===== config.mk =====
export PLATFORM = sky130hd
export DESIGN_NAME = pc_sequencer
export DESIGN_NICKNAME = d
export VERILOG_FILES = /design/src/rtl/mips_pkg.sv /design/src/rtl/npc_adder.sv /design/src/rtl/pc_sequencer.sv
export SDC_FILE = /design/constraint.sdc
export NUM_CORES = 1
export LEC_CHECK = 0
export BUFFER_PORTS_ARGS = -buffer_cell sky130_fd_sc_hd__buf_2
export CAP_MARGIN = 20
export CORE_MARGIN = 1.5
export CORE_UTILIZATION = 52
export DETAILED_ROUTE_END_ITERATION = 10
export MAX_ROUTING_LAYER = met4
export PLACE_DENSITY = 0.86
export SYNTH_ARGS = -nofsm -noshare
export SYNTH_HDL_FRONTEND = slang
export SYNTH_SLANG_ARGS = --single-unit

===== constraint.sdc =====
create_clock -name clk -period 5.7 [get_ports clk]
set_input_delay 0.855 -clock clk [delete_from_list [all_inputs] [get_ports clk]]
set_output_delay 0.855 -clock clk [all_outputs]
set_load 0.1 [all_outputs]

===== src/rtl/mips_pkg.sv =====
// Shared types for the fetch-stage next-PC logic.
// Holds the reset PC, the sequencer state and the next-PC select codes.
package mips_pkg;

    localparam logic [31:0] RESET_PC_DEF = 32'h0000_3000;

    typedef enum logic [1:0] {
        BOOT = 2'd0,
        RUN  = 2'd1,
        HALT = 2'd2
    } state_t;

    typedef enum logic [1:0] {
        NPC_SEQ = 2'd0,
        NPC_BR  = 2'd1,
        NPC_J   = 2'd2,
        NPC_JR  = 2'd3
    } npc_sel_t;

    // j/jal keeps the top nibble of the delay-slot PC
    function automatic logic [31:0] j_target(
        input logic [31:0] pc,
        input logic [25:0] idx
    );
        return {pc[31:28], idx, 2'b00};
    endfunction

endpackage


===== src/rtl/npc_adder.sv =====
// Combinational pc+4 / pc+8 adder for the fetch stage.
// Both sums wrap modulo 2^32.
module npc_adder (
    input  logic [31:0] pc,
    output logic [31:0] pc_plus4,
    output logic [31:0] pc_plus8
);

    assign pc_plus4 = pc + 32'd4;
    assign pc_plus8 = pc + 32'd8;

endmodule


===== src/rtl/pc_sequencer.sv =====
// Fetch-stage PC register, next-PC select, run/halt FSM and fetch counter.
// Optional PC_ALIGN_CHK_EN: misaligned next-PC halts fetch and sets misalign.
module pc_sequencer
    import mips_pkg::*;
#(
    parameter logic [31:0] RESET_PC = RESET_PC_DEF,
    parameter int          CNT_W    = 32
) (
    input  logic             clk,
    input  logic             reset,
    input  logic             stall,
    input  logic             br_take,
    input  logic [31:0]      br_target,
    input  logic             j_take,
    input  logic [25:0]      j_index,
    input  logic             jr_take,
    input  logic [31:0]      jr_target,
    input  logic             halt,
    output logic [31:0]      pc,
    output logic [31:0]      pc_plus8,
    output logic             fetch_valid,
    output logic [CNT_W-1:0] fetch_count,
    output logic             misalign
);

    state_t           state, state_n;
    npc_sel_t         sel;
    logic [31:0]      pc_n;
    logic [31:0]      pc_plus4;
    logic [31:0]      npc;
    logic [CNT_W-1:0] cnt_n;

    npc_adder u_add (
        .pc       (pc),
        .pc_plus4 (pc_plus4),
        .pc_plus8 (pc_plus8)
    );

    // several takes may be high at once; highest priority wins
    always_comb begin
        sel = NPC_SEQ;
        priority case (1'b1)
            jr_take: sel = NPC_JR;
            j_take:  sel = NPC_J;
            br_take: sel = NPC_BR;
            default: sel = NPC_SEQ;
        endcase
    end

    always_comb begin
        npc = pc_plus4;
        unique case (sel)
            NPC_JR:  npc = jr_target;
            NPC_J:   npc = j_target(pc, j_index);
            NPC_BR:  npc = br_target;
            NPC_SEQ: npc = pc_plus4;
        endcase
    end

`ifdef PC_ALIGN_CHK_EN
    logic mis_q, mis_n;

    always_comb begin
        state_n = state;
        pc_n    = pc;
        cnt_n   = fetch_count;
        mis_n   = mis_q;
        unique case (state)
            BOOT: state_n = RUN;
            RUN: begin
                if (!stall) begin
                    if (npc[1:0] != 2'b00) begin
                        mis_n   = 1'b1;
                        state_n = HALT;
                    end else begin
                        pc_n  = npc;
                        cnt_n = fetch_count + CNT_W'(1);
                        if (halt) state_n = HALT;
                    end
                end
            end
            HALT: state_n = HALT;
            default: state_n = HALT;
        endcase
    end

    always_ff @(posedge clk) begin
        if (reset) mis_q <= 1'b0;
        else       mis_q <= mis_n;
    end

    assign misalign = mis_q;
`else
    always_comb begin
        state_n = state;
        pc_n    = pc;
        cnt_n   = fetch_count;
        unique case (state)
            BOOT: state_n = RUN;
            RUN: begin
                if (!stall) begin
                    pc_n  = npc;
                    cnt_n = fetch_count + CNT_W'(1);
                    if (halt) state_n = HALT;
                end
            end
            HALT: state_n = HALT;
            default: state_n = HALT;
        endcase
    end

    assign misalign = 1'b0;
`endif

    always_ff @(posedge clk) begin
        if (reset) begin
            state       <= BOOT;
            pc          <= RESET_PC;
            fetch_count <= '0;
        end else begin
            state       <= state_n;
            pc          <= pc_n;
            fetch_count <= cnt_n;
        end
    end

    assign fetch_valid = (state == RUN);

endmodule


==> qor.yml <==
setup_path:
  cp.buffers_inverters: 1
  end_kind: "output port"
  arrival_ps: 2980
  crit_chain: "nand4_1 > nor4_1 > and2_1 > nand3_1 > xnor2_1 > buf_2"
  worst_path_max_delay_cell: "nor4_1"
  path_class: "register to output port"
  crit_required_ps: 4850
  critical_path.max_stage_delay_ps: 750
  crit_fanout: 11
  crit_family: "simple AND/OR/NAND/NOR gates"
  crit_path_start_kind: "register"
place:
  gp_congestion: 0.968
  pre_cts_ws_ps: 1970
  portBuffers: 193
  hpwl_um: 10400
  place_area_mm2: 0.00542
clock_network:
  htreeDepth: 3
  cts_sinks: 66
  post_cts_buffers: 0
  cts_buffers: 9
  cts_root_buffer: "clkbuf_8"
  postCtsHoldBufs: 0
  worstSkewPairLatency_ps: 340
  postCtsResizedCells: 0
  cts_max_path_buffers: 2
  clk_pin_slew_ps: 70
  tritoncts: "yes"
floorplanning:
  ios: 195
  die_h_um: 95.9
  die_w_um: 95.9
  core_mm2: 0.00830
  rows: 33
  initial_core_util_pct: 54.0
  die_area_mm2: 0.00919
power_and_ir_drop:
  swShare_pct: 41.6
  p_int_w: 0.000769
  ir_worst_vdd_mv: 0.151
  powerDensity_mw_per_mm2: 233
  combPwrFrac_pct: 30.8
  clkPwrFrac_pct: 30.7
  pwr-share-seq_pct: 38.5
  p_leak_nw: 2.51
  p_switching_w: 0.000547
  p_total_w: 0.00132
min_path:
  hp-class: "register to register"
cells_and_area:
  drive_above_1_share_pct: 28.9
  n_antenna_cell: 0
  design_area_mm2: 0.00564
  area_growth_pct: 25.7
  register_area_mm2: 0.00132
  mostFrequentLayoutCells: "buf_2 (193), nand2_1 (80), dfxtp_1 (66)"
  fin_util_pct: 67.9
  final_common_cell: "buf_2"
  nets: 878
  fill_cells: 731
  multi_input_area_mm2: 0.00289
sta:
  fmaxAchievable_mhz: 260
  max-slew-margin-rel_pct: 48.6
  worstMarginPinSlew_ps: 771
  hold_viol: 0
  slew_violations: 0
  setup_slack_ps: 1860
  fin_crit_ps: 3840
  tns_ps: 0
  rsz0062_at_grt: "no"
  finalCritPeriodShare_pct: 67.4
  final.setup_skew_ps: 12.3
  setup_violations: 0
run:
  drv_cap: 0
grt:
  grt_pass1_vias: 4705
  grt_max_degree: 64
  overflow: 0
  grt_pass1_wl_um: 22400
  antenna_found_initial: 0
  grt_usage_pct: 31.9
logic_synthesis:
  syn_nets: 716
  synth_edf_count: 0
  synth.cell_area_mm2: 0.00448
  ys_ff_latch: 66
  netlist_instances: 616
  postSynthAreaPerCell_um2: 7.28
  synthArstFlopShare_pct: 0
  ys_warn_count: 0
  yosysSeqAreaShare_pct: 29.5
  synth_flop_cell: "dfxtp_1"
  yosysUniqueCellTypes: 57
routing:
  vias: 5304
  first_iter_violations: 391
  routedWlPerCell_um: 16.2
  drt_pass1_iterations: 5
  ant_nets: 0
  vias_per_cell: 5.97
  routed_wl_um: 14400
  route.detailed.drc: 0
run_status:
  status: "finished, final reports clean"
## layer usage
metal	up-vias	share of wire [%]	global-route usage [%]
met5	-	0	-
met4	0	3.6	13.7
met3	47	9.2	6.08
met2	317	46	49.2
met1	2436	42	40.7
li1	2504	-	-
## tightest hold or removal path: cells and delay by family, from the launching register on
kind | cells | cell delay [ps]
AO/OA/AOI/OAI | 1 | 60
flip-flops | 1 | 340
AND/OR/NAND/NOR | 1 | 60
## through the flow
| stage | std cells | hold WS [ps] |
|---|---|---|
| 2_1_floorplan | 616 | 477 |
| 3_3_place_gp | 870 | 476 |
| 3_5_place_dp | 870 | 499 |
| 4_1_cts | 886 | 511 |
| 5_1_grt | 888 | 550 |
| 6_report | 888 | 506 |
## cells by family after synthesis
kind of cell	after synthesis	share of synthesized area, %
buffers and inverters	65	6.11
xor gates and xnor gates	67	13.1
adders and majority gates	3	0.837
DFF	66	29.5
muxes	5	1.12
AOI/OAI and AO/OA	135	18.4
and+or+nand+nor	274	30.9
other	1	0.0836
## cell type report
| type | instances | area share, % |
|---|---|---|
| timing repair buffer | 203 | 18.4 |
| inverter | 13 | 0.866 |
| clock buffer | 9 | 2.20 |
| clock inverter | 7 | 1.38 |
| sequential | 66 | 23.4 |
| multi-input combinational | 485 | 51.4 |
| tap | 105 | 2.33 |
## Yosys cell counts, drive strengths merged, types with 2 or more instances
library cell	n	share of area [%]
nand2	80	6.7
dfxtp	66	29
nor2	64	5.4
a21oi	45	5.0
xor2	39	7.6
clkbuf	37	3.1
o21ai	37	4.1
xnor2	28	5.5
nand4	25	3.5
nor3	21	2.6
nand3	19	2.1
buf	15	1.9
inv	13	1.1
nor4	13	2.3
a22oi	10	1.7
or3	10	1.4
and3	7	0.98
o211ai	7	1.2
mux2i	5	1.1
nand3b	5	0.84
a211oi	4	0.67
a31oi	4	0.56
and3b	4	0.78
nor2b	4	0.56
nor3b	4	0.67
o22ai	4	0.56
or4	4	0.75
a21o	3	0.50
a221o	3	0.67
and2	3	0.42
and4	3	0.59
ha	3	0.84
o311ai	3	0.59
o31ai	3	0.50
a311oi	2	0.39
nand2b	2	0.28
nor4b	2	0.39
o221ai	2	0.39
o31a	2	0.39
## power groups by stage
stage               clock, W  combinational [W]  sequential, W
floorplan                  0           0.000222       0.000609
global placement           0           0.000399       0.000513
detailed placement         0           0.000401       0.000516
CTS                 0.000414           0.000402       0.000505
global route        0.000432           0.000424       0.000510
finish              0.000404           0.000405       0.000506
## state kept, by name, summed over array words and instances (netlist names)
signal / flops
state: 2
fetch_count: 32
pc: 32
## worst paths after layout
check                 start  depth (start not counted)             end  slack, ps
max                   pc[8]                          6    pc_plus8[25]       1860
min          fetch_count[1]                          2  fetch_count[1]        510
min reg2reg  fetch_count[1]                          2  fetch_count[1]        510
max reg2reg        state[0]                          6          pc[29]       3460
Power figures use the tool's default switching activity.
